$ cat src/rtl/store_buffer_pkg.sv
// Shared types and constants for the store buffer: DM write-size encodings,
// default depth and the layout of one buffered store.
package store_buffer_pkg;

  // Project-wide default number of buffered stores.
  localparam int SB_DEPTH = 4;

  // Data-memory access sizes, matching the core's existing encodings.
  localparam logic [2:0] DM_w = 3'd0;
  localparam logic [2:0] DM_h = 3'd1;
  localparam logic [2:0] DM_b = 3'd2;

  // One posted write as held in the buffer.
  typedef struct packed {
    logic [31:0] addr;
    logic [31:0] wdata;
    logic [2:0]  op;
    logic [31:0] pc;
    logic [31:0] instr;
  } sb_entry_t;

  // Loads and buffered stores conflict when they touch the same 32-bit word.
  function automatic logic word_match(input logic [31:0] a, input logic [31:0] b);
    return a[31:2] == b[31:2];
  endfunction

endpackage

$ cat src/rtl/store_buffer_if.sv
// Bus bundle between the MEM stage, the store buffer and the DM write port.
// The master side is the pipeline/memory environment, the slave side is the buffer.
interface store_buffer_if
  import store_buffer_pkg::*;
#(
  parameter int DEPTH = SB_DEPTH,
  parameter int CW    = $clog2(DEPTH + 1)
);

  logic          st_valid;
  logic [31:0]   st_addr;
  logic [31:0]   st_wdata;
  logic [2:0]    st_op;
  logic [31:0]   st_pc;
  logic [31:0]   st_instr;
  logic          st_ready;

  logic          ld_valid;
  logic [31:0]   ld_addr;
  logic          ld_stall;

  logic          dm_wr;
  logic [31:0]   dm_addr;
  logic [31:0]   dm_wd;
  logic [2:0]    dm_op;
  logic [31:0]   dm_pc;
  logic [31:0]   dm_instr;

  logic          sb_empty;
  logic [CW-1:0] sb_count;

  modport master (
    output st_valid, st_addr, st_wdata, st_op, st_pc, st_instr,
    output ld_valid, ld_addr,
    input  st_ready, ld_stall,
    input  dm_wr, dm_addr, dm_wd, dm_op, dm_pc, dm_instr,
    input  sb_empty, sb_count
  );

  modport slave (
    input  st_valid, st_addr, st_wdata, st_op, st_pc, st_instr,
    input  ld_valid, ld_addr,
    output st_ready, ld_stall,
    output dm_wr, dm_addr, dm_wd, dm_op, dm_pc, dm_instr,
    output sb_empty, sb_count
  );

endinterface

$ cat src/rtl/store_buffer_sb_fifo.sv
// Circular in-order FIFO of buffered stores. Exposes the head entry plus a
// per-slot valid flag and address so the parent can run overlap comparators
// against every occupied slot.
module sb_fifo
  import store_buffer_pkg::*;
#(
  parameter int DEPTH = SB_DEPTH,
  parameter int CW    = $clog2(DEPTH + 1)
) (
  input  logic                   clk,
  input  logic                   reset,
  input  logic                   push_i,
  input  sb_entry_t              push_entry_i,
  input  logic                   pop_i,
  output sb_entry_t              head_o,
  output logic [CW-1:0]          count_o,
  output logic                   full_o,
  output logic                   empty_o,
  output logic [DEPTH-1:0]       vld_o,
  output logic [DEPTH-1:0][31:0] addr_o
);

  localparam int PW = $clog2(DEPTH);

  sb_entry_t        mem_q [DEPTH];
  logic [PW-1:0]    head_q, head_d;
  logic [PW-1:0]    tail_q, tail_d;
  logic [CW-1:0]    count_q, count_d;
  logic [DEPTH-1:0] vld_q, vld_d;
  logic             do_push, do_pop;

  assign full_o  = (count_q == CW'(DEPTH));
  assign empty_o = (count_q == '0);
  assign do_push = push_i && !full_o;
  assign do_pop  = pop_i && !empty_o;

  // Next pointers, occupancy and slot flags; DEPTH is a power of two so pointers wrap naturally.
  always_comb begin
    head_d  = head_q;
    tail_d  = tail_q;
    count_d = count_q;
    vld_d   = vld_q;
    if (do_pop) begin
      head_d        = head_q + 1'b1;
      vld_d[head_q] = 1'b0;
    end
    if (do_push) begin
      tail_d        = tail_q + 1'b1;
      vld_d[tail_q] = 1'b1;
    end
    case ({do_push, do_pop})
      2'b10:   count_d = count_q + 1'b1;
      2'b01:   count_d = count_q - 1'b1;
      default: count_d = count_q;
    endcase
  end

  // Control state; reset drops every buffered store.
  always_ff @(posedge clk or negedge reset) begin
    if (!reset) begin
      head_q  <= '0;
      tail_q  <= '0;
      count_q <= '0;
      vld_q   <= '0;
    end else begin
      head_q  <= head_d;
      tail_q  <= tail_d;
      count_q <= count_d;
      vld_q   <= vld_d;
    end
  end

  // Entry payload storage; contents are only observed through the valid flags.
  always_ff @(posedge clk) begin
    if (do_push) mem_q[tail_q] <= push_entry_i;
  end

  // Per-slot addresses for the overlap comparators.
  always_comb begin
    for (int i = 0; i < DEPTH; i++) addr_o[i] = mem_q[i].addr;
  end

  assign head_o  = mem_q[head_q];
  assign count_o = count_q;
  assign vld_o   = vld_q;

endmodule

$ cat src/rtl/store_buffer.sv
// Posted-write buffer between the MEM stage and the data memory. Stores are
// accepted in one cycle, drained in order whenever the DM port is not taken by
// a load, and loads touching a buffered word stall until it has drained.
module store_buffer
  import store_buffer_pkg::*;
#(
  parameter int DEPTH = SB_DEPTH,
  parameter int CW    = $clog2(DEPTH + 1)
) (
  input  logic         clk,
  input  logic         reset,
  store_buffer_if.slave bus
);

  sb_entry_t              push_entry;
  sb_entry_t              head;
  logic                   push, pop, full, empty;
  logic [CW-1:0]          count;
  logic [DEPTH-1:0]       vld;
  logic [DEPTH-1:0][31:0] addrs;
  logic [DEPTH-1:0]       hit;
  logic                   stall;

  assign push_entry = '{addr:  bus.st_addr,  wdata: bus.st_wdata, op: bus.st_op,
                        pc:    bus.st_pc,    instr: bus.st_instr};
  assign push = bus.st_valid && !full;

  sb_fifo #(.DEPTH(DEPTH), .CW(CW)) u_fifo (
    .clk          (clk),
    .reset        (reset),
    .push_i       (push),
    .push_entry_i (push_entry),
    .pop_i        (pop),
    .head_o       (head),
    .count_o      (count),
    .full_o       (full),
    .empty_o      (empty),
    .vld_o        (vld),
    .addr_o       (addrs)
  );

  // Word-granular overlap check of the current load against every buffered store.
  always_comb begin
    hit = '0;
    for (int i = 0; i < DEPTH; i++) hit[i] = vld[i] && word_match(addrs[i], bus.ld_addr);
  end

  assign stall = bus.ld_valid && (|hit);

  // The DM port is free when no load uses it, or when the load is stalled anyway.
  assign pop = !empty && (!bus.ld_valid || stall);

  assign bus.st_ready = !full;
  assign bus.ld_stall = stall;
  assign bus.dm_wr    = pop;
  assign bus.dm_addr  = empty ? 32'd0 : head.addr;
  assign bus.dm_wd    = empty ? 32'd0 : head.wdata;
  assign bus.dm_op    = empty ? 3'd0  : head.op;
  assign bus.dm_pc    = empty ? 32'd0 : head.pc;
  assign bus.dm_instr = empty ? 32'd0 : head.instr;
  assign bus.sb_empty = empty;
  assign bus.sb_count = count;

endmodule
$ cat src/flat_wrapper.sv
// flat-port wrapper written by rule: the top's interface ports become plain ports
module store_buffer_flat import store_buffer_pkg::*;
#(
  parameter int DEPTH = SB_DEPTH,
  parameter int CW    = $clog2(DEPTH + 1)
)
  (clk, reset, bus_st_valid, bus_st_addr, bus_st_wdata, bus_st_op, bus_st_pc, bus_st_instr, bus_ld_valid, bus_ld_addr, bus_st_ready, bus_ld_stall, bus_dm_wr, bus_dm_addr, bus_dm_wd, bus_dm_op, bus_dm_pc, bus_dm_instr, bus_sb_empty, bus_sb_count);
  store_buffer_if #(.DEPTH(DEPTH), .CW(CW)) bus_i ();
  input  logic clk;
  input  logic reset;
  input wire logic [$bits(bus_i.st_valid)-1:0] bus_st_valid;
  input wire logic [$bits(bus_i.st_addr)-1:0] bus_st_addr;
  input wire logic [$bits(bus_i.st_wdata)-1:0] bus_st_wdata;
  input wire logic [$bits(bus_i.st_op)-1:0] bus_st_op;
  input wire logic [$bits(bus_i.st_pc)-1:0] bus_st_pc;
  input wire logic [$bits(bus_i.st_instr)-1:0] bus_st_instr;
  input wire logic [$bits(bus_i.ld_valid)-1:0] bus_ld_valid;
  input wire logic [$bits(bus_i.ld_addr)-1:0] bus_ld_addr;
  output wire logic [$bits(bus_i.st_ready)-1:0] bus_st_ready;
  output wire logic [$bits(bus_i.ld_stall)-1:0] bus_ld_stall;
  output wire logic [$bits(bus_i.dm_wr)-1:0] bus_dm_wr;
  output wire logic [$bits(bus_i.dm_addr)-1:0] bus_dm_addr;
  output wire logic [$bits(bus_i.dm_wd)-1:0] bus_dm_wd;
  output wire logic [$bits(bus_i.dm_op)-1:0] bus_dm_op;
  output wire logic [$bits(bus_i.dm_pc)-1:0] bus_dm_pc;
  output wire logic [$bits(bus_i.dm_instr)-1:0] bus_dm_instr;
  output wire logic [$bits(bus_i.sb_empty)-1:0] bus_sb_empty;
  output wire logic [$bits(bus_i.sb_count)-1:0] bus_sb_count;
  assign bus_i.st_valid = bus_st_valid;
  assign bus_i.st_addr = bus_st_addr;
  assign bus_i.st_wdata = bus_st_wdata;
  assign bus_i.st_op = bus_st_op;
  assign bus_i.st_pc = bus_st_pc;
  assign bus_i.st_instr = bus_st_instr;
  assign bus_i.ld_valid = bus_ld_valid;
  assign bus_i.ld_addr = bus_ld_addr;
  assign bus_st_ready = bus_i.st_ready;
  assign bus_ld_stall = bus_i.ld_stall;
  assign bus_dm_wr = bus_i.dm_wr;
  assign bus_dm_addr = bus_i.dm_addr;
  assign bus_dm_wd = bus_i.dm_wd;
  assign bus_dm_op = bus_i.dm_op;
  assign bus_dm_pc = bus_i.dm_pc;
  assign bus_dm_instr = bus_i.dm_instr;
  assign bus_sb_empty = bus_i.sb_empty;
  assign bus_sb_count = bus_i.sb_count;
  store_buffer #(.DEPTH(DEPTH), .CW(CW)) u_core (.clk(clk), .reset(reset), .bus(bus_i));
endmodule
$ cat config.mk
export PLATFORM = sky130hd
export DESIGN_NAME = store_buffer_flat
export DESIGN_NICKNAME = d
export VERILOG_FILES = /design/src/rtl/store_buffer_pkg.sv /design/src/rtl/store_buffer_if.sv /design/src/rtl/store_buffer_sb_fifo.sv /design/src/rtl/store_buffer.sv /design/src/flat_wrapper.sv
export SDC_FILE = /design/constraint.sdc
export NUM_CORES = 1
export LEC_CHECK = 0
export CAP_MARGIN = 30
export CELL_PAD_IN_SITES_DETAIL_PLACEMENT = 1
export CELL_PAD_IN_SITES_GLOBAL_PLACEMENT = 1
export CORE_MARGIN = 8
export CORE_UTILIZATION = 25
export DETAILED_ROUTE_END_ITERATION = 10
export GPL_TIMING_DRIVEN = 0
export MAX_ROUTING_LAYER = met4
export PLACE_DENSITY_LB_ADDON = 0.1
export SLEW_MARGIN = 20
export SYNTH_ARGS = -nofsm -noshare
export SYNTH_HDL_FRONTEND = slang
export SYNTH_SLANG_ARGS = --single-unit
export TNS_END_PERCENT = 10
$ cat constraint.sdc
create_clock -name clk -period 5.4 [get_ports clk]
set_input_delay 1.08 -clock clk [delete_from_list [all_inputs] [get_ports clk]]
set_output_delay 1.08 -clock clk [all_outputs]
set_load 0.005 [all_outputs]
==> flow_summary.json <==
{
  "irDropWorstVdd_v": 0.000198,
  "grt_use_total_pct": 13.6,
  "dieHeight_um": 313,
  "p_per_area_nw_per_um2": 554,
  "power_frac_clock_pct": 26.2,
  "clockBufferDepth": 3,
  "die_width_um": 313,
  "finalSetupViolations": 0,
  "globalRouteMet2Util_pct": 22.8,
  "drtIter0Drc": 546,
  "startpoint_type": "flip-flop",
  "htreeDepth": 3,
  "final_layout_size_suffix_gt1_share_pct": 19.7,
  "area_growth_pct": 30.1,
  "routabilityCongestion": 0.731,
  "skew_ns": 0.0173,
  "end_kind": "output pin",
  "num-nets-final": 1624,
  "r2r_cells": 11,
  "power_leakage_uw": 0.00905,
  "crit_chain": "or3_1, clkbuf_2, clkbuf_1, clkbuf_1, and2_1, clkdlybuf4s50_1",
  "fin_crit_sh_pct": 89.2,
  "syn_area_um2": 22000,
  "grt_max_degree": 40,
  "cts-buffers-inserted": 68,
  "clock.fmax_mhz": 208,
  "netSwitchingPower_uw": 4800,
  "seq_area_frac_synth_pct": 72.7,
  "slew_violations": 0,
  "rsz0062_at_grt": "false",
  "cts_tree": "yes",
  "grt_pass1_vias": 13059,
  "die_area_um2": 97900,
  "critPathSlowestCell": "clkbuf_1",
  "row_count": 109,
  "crit_arrival_ns": 3.74,
  "cts.sinks": 535,
  "clk_pin_slew_ns": 0.05,
  "portBuffers": 272,
  "grt.overflow.total": 0,
  "antenna_found_initial": 10,
  "vias": 11408,
  "p_sw_share_pct": 30.2,
  "grt_most_used_layer": "met2",
  "p_int_uw": 11100,
  "grt_pass1_wl_um": 95100,
  "drt_first_pass_iters": 5,
  "hold_path_depth": 1,
  "gr-usage-met1_pct": 16.1,
  "synthCells": 1089,
  "maxCapViolations": 0,
  "total_power_uw": 15900,
  "async_flop_share_pct": 2.06,
  "synth_area_per_cell_um2": 20.2,
  "post_drt_wl_per_cell_um": 24.7,
  "via_per_inst": 4.28,
  "critPathKind": "flip-flop to output pin",
  "synth-seq-cells": 535,
  "period_needed_ns": 4.82,
  "ios": 305,
  "insertion_delay_ns": 0.59,
  "critical_path_required_ns": 4.32,
  "synth_edf_count": 524,
  "cts_root_buf": "clkbuf_16",
  "pwr-share-comb_pct": 37.8,
  "cp_max_fo": 10,
  "slowest_delay_ns": 0.67,
  "ys_types": 32,
  "min_path_type": "flip-flop to flip-flop",
  "finalSetupTns_ns": 0,
  "syn_nets": 1266,
  "crit_family": "buffers and inverters",
  "rrSetupSlack_ns": 2.19,
  "drt-total-wl_um": 65800,
  "critPathBufInv": 4,
  "floorplan.initialDensity_pct": 25.1,
  "ant_nets": 0,
  "hold_slack_ns": 0.525,
  "place_hpwl_um": 45700,
  "synth_ff_type": "edfxtp_1",
  "grt_use_met3_pct": 3.56,
  "cts_hold_buf": 0,
  "yosys_warnings": 0,
  "p_seq_share_pct": 36.0,
  "worst_pin_slew_ns": 0.931,
  "final_common_cell": "edfxtp_1",
  "cts_setup_buffers": 0,
  "core_um2": 87800,
  "status": "completed",
  "hold_viol_final": 0,
  "drc": 0,
  "worstSetupPathDepth": 6,
  "mostFrequentLayoutCells": "edfxtp_1, clkdlybuf4s50_1, and2_1",
  "post_cts_resized": 0,
  "cpMostUsedCell": "clkbuf_1",
  "relSlewSlack_pct": 38.0
}
## power groups by stage
stage | sequential, µW | combinational (µW) | clock [µW]
CTS | 5740 | 6330 | 4340
global placement | 6080 | 6130 | 0
floorplan | 5840 | 2880 | 0
finish | 5720 | 6000 | 4170
global route | 5790 | 6540 | 4480
detailed placement | 5820 | 6290 | 0
## worst paths after layout
| kind | start | endpoint |
|---|---|---|
| min in group asynchronous | reset | u_core.u_fifo.tail_q[1] |
| worst max register to register | u_core.u_fifo.mem_q[0][101] | u_core.u_fifo.count_o[2] |
| max in group asynchronous | reset | u_core.u_fifo.head_q[0] |
| worst min register to register | u_core.u_fifo.count_o[2] | u_core.u_fifo.count_o[2] |
| worst max-delay path | u_core.u_fifo.count_o[0] | bus_dm_addr[18] |
| worst min-delay path | u_core.u_fifo.count_o[2] | u_core.u_fifo.count_o[2] |
## per-stage QoR
step	cell area (µm²)	util [%]	worst slack, ns	instances
6_report	28700	32.6	0.581	2664
2_1_floorplan	22000	-	0.752	1089
3_5_place_dp	26600	30.3	0.904	2542
5_1_grt	28700	32.6	0.222	2663
3_3_place_gp	26200	29.8	-3.75	2526
4_1_cts	28600	32.6	0.227	2654
## cells by family after synthesis
kind of cell | share of synthesized area, %
AND/OR/NAND/NOR | 5.30
buffers and inverters | 2.28
adder cells (fa/ha/maj) | 0.602
XOR/XNOR | 5.11
AO/OA/AOI/OAI | 0.545
flip-flops | 72.7
multiplexers | 13.5
## layer usage
metal / vias up / routed length, µm
met3: 91 / 3680
met4: 0 / 1640
li1: 5031 / -
met5: - / 0
met2: 279 / 33100
met1: 6007 / 27400
## cell type report
class,instances,area [µm²]
fillers,8887,59200
flip-flops and latches,535,16000
multi-input cells,466,5540
repair buffers,288,3110
clock buffers,85,1770
well taps,1165,1460
plain buffers,75,454
clock inverters,27,255
inverters,13,48.8
diodes,10,25.0
## cells in the mapped netlist (all sizes together), types with 5 or more instances
master | count | area, µm²
nand4 | 28 | 175
clkbuf | 29 | 111
edfxtp | 524 | 15700
inv | 13 | 48.8
buf | 46 | 342
mux4 | 131 | 2950
nand3 | 5 | 25.0
xnor2 | 123 | 1110
ha | 9 | 113
a31oi | 6 | 52.6
nand2 | 5 | 18.8
nor4 | 8 | 87.6
dfrtp | 11 | 275
and2 | 132 | 826
## sequential cells by signal, indices dropped and copies added, names as in the netlist
| name | flops |
|---|---|
| u_core.u_fifo.count_o | 3 |
| u_core.u_fifo.tail_q | 2 |
| u_core.u_fifo.mem_q | 524 |
| u_core.u_fifo.head_q | 2 |
| u_core.u_fifo.vld_o | 4 |
(Power assumes the default switching activity.)
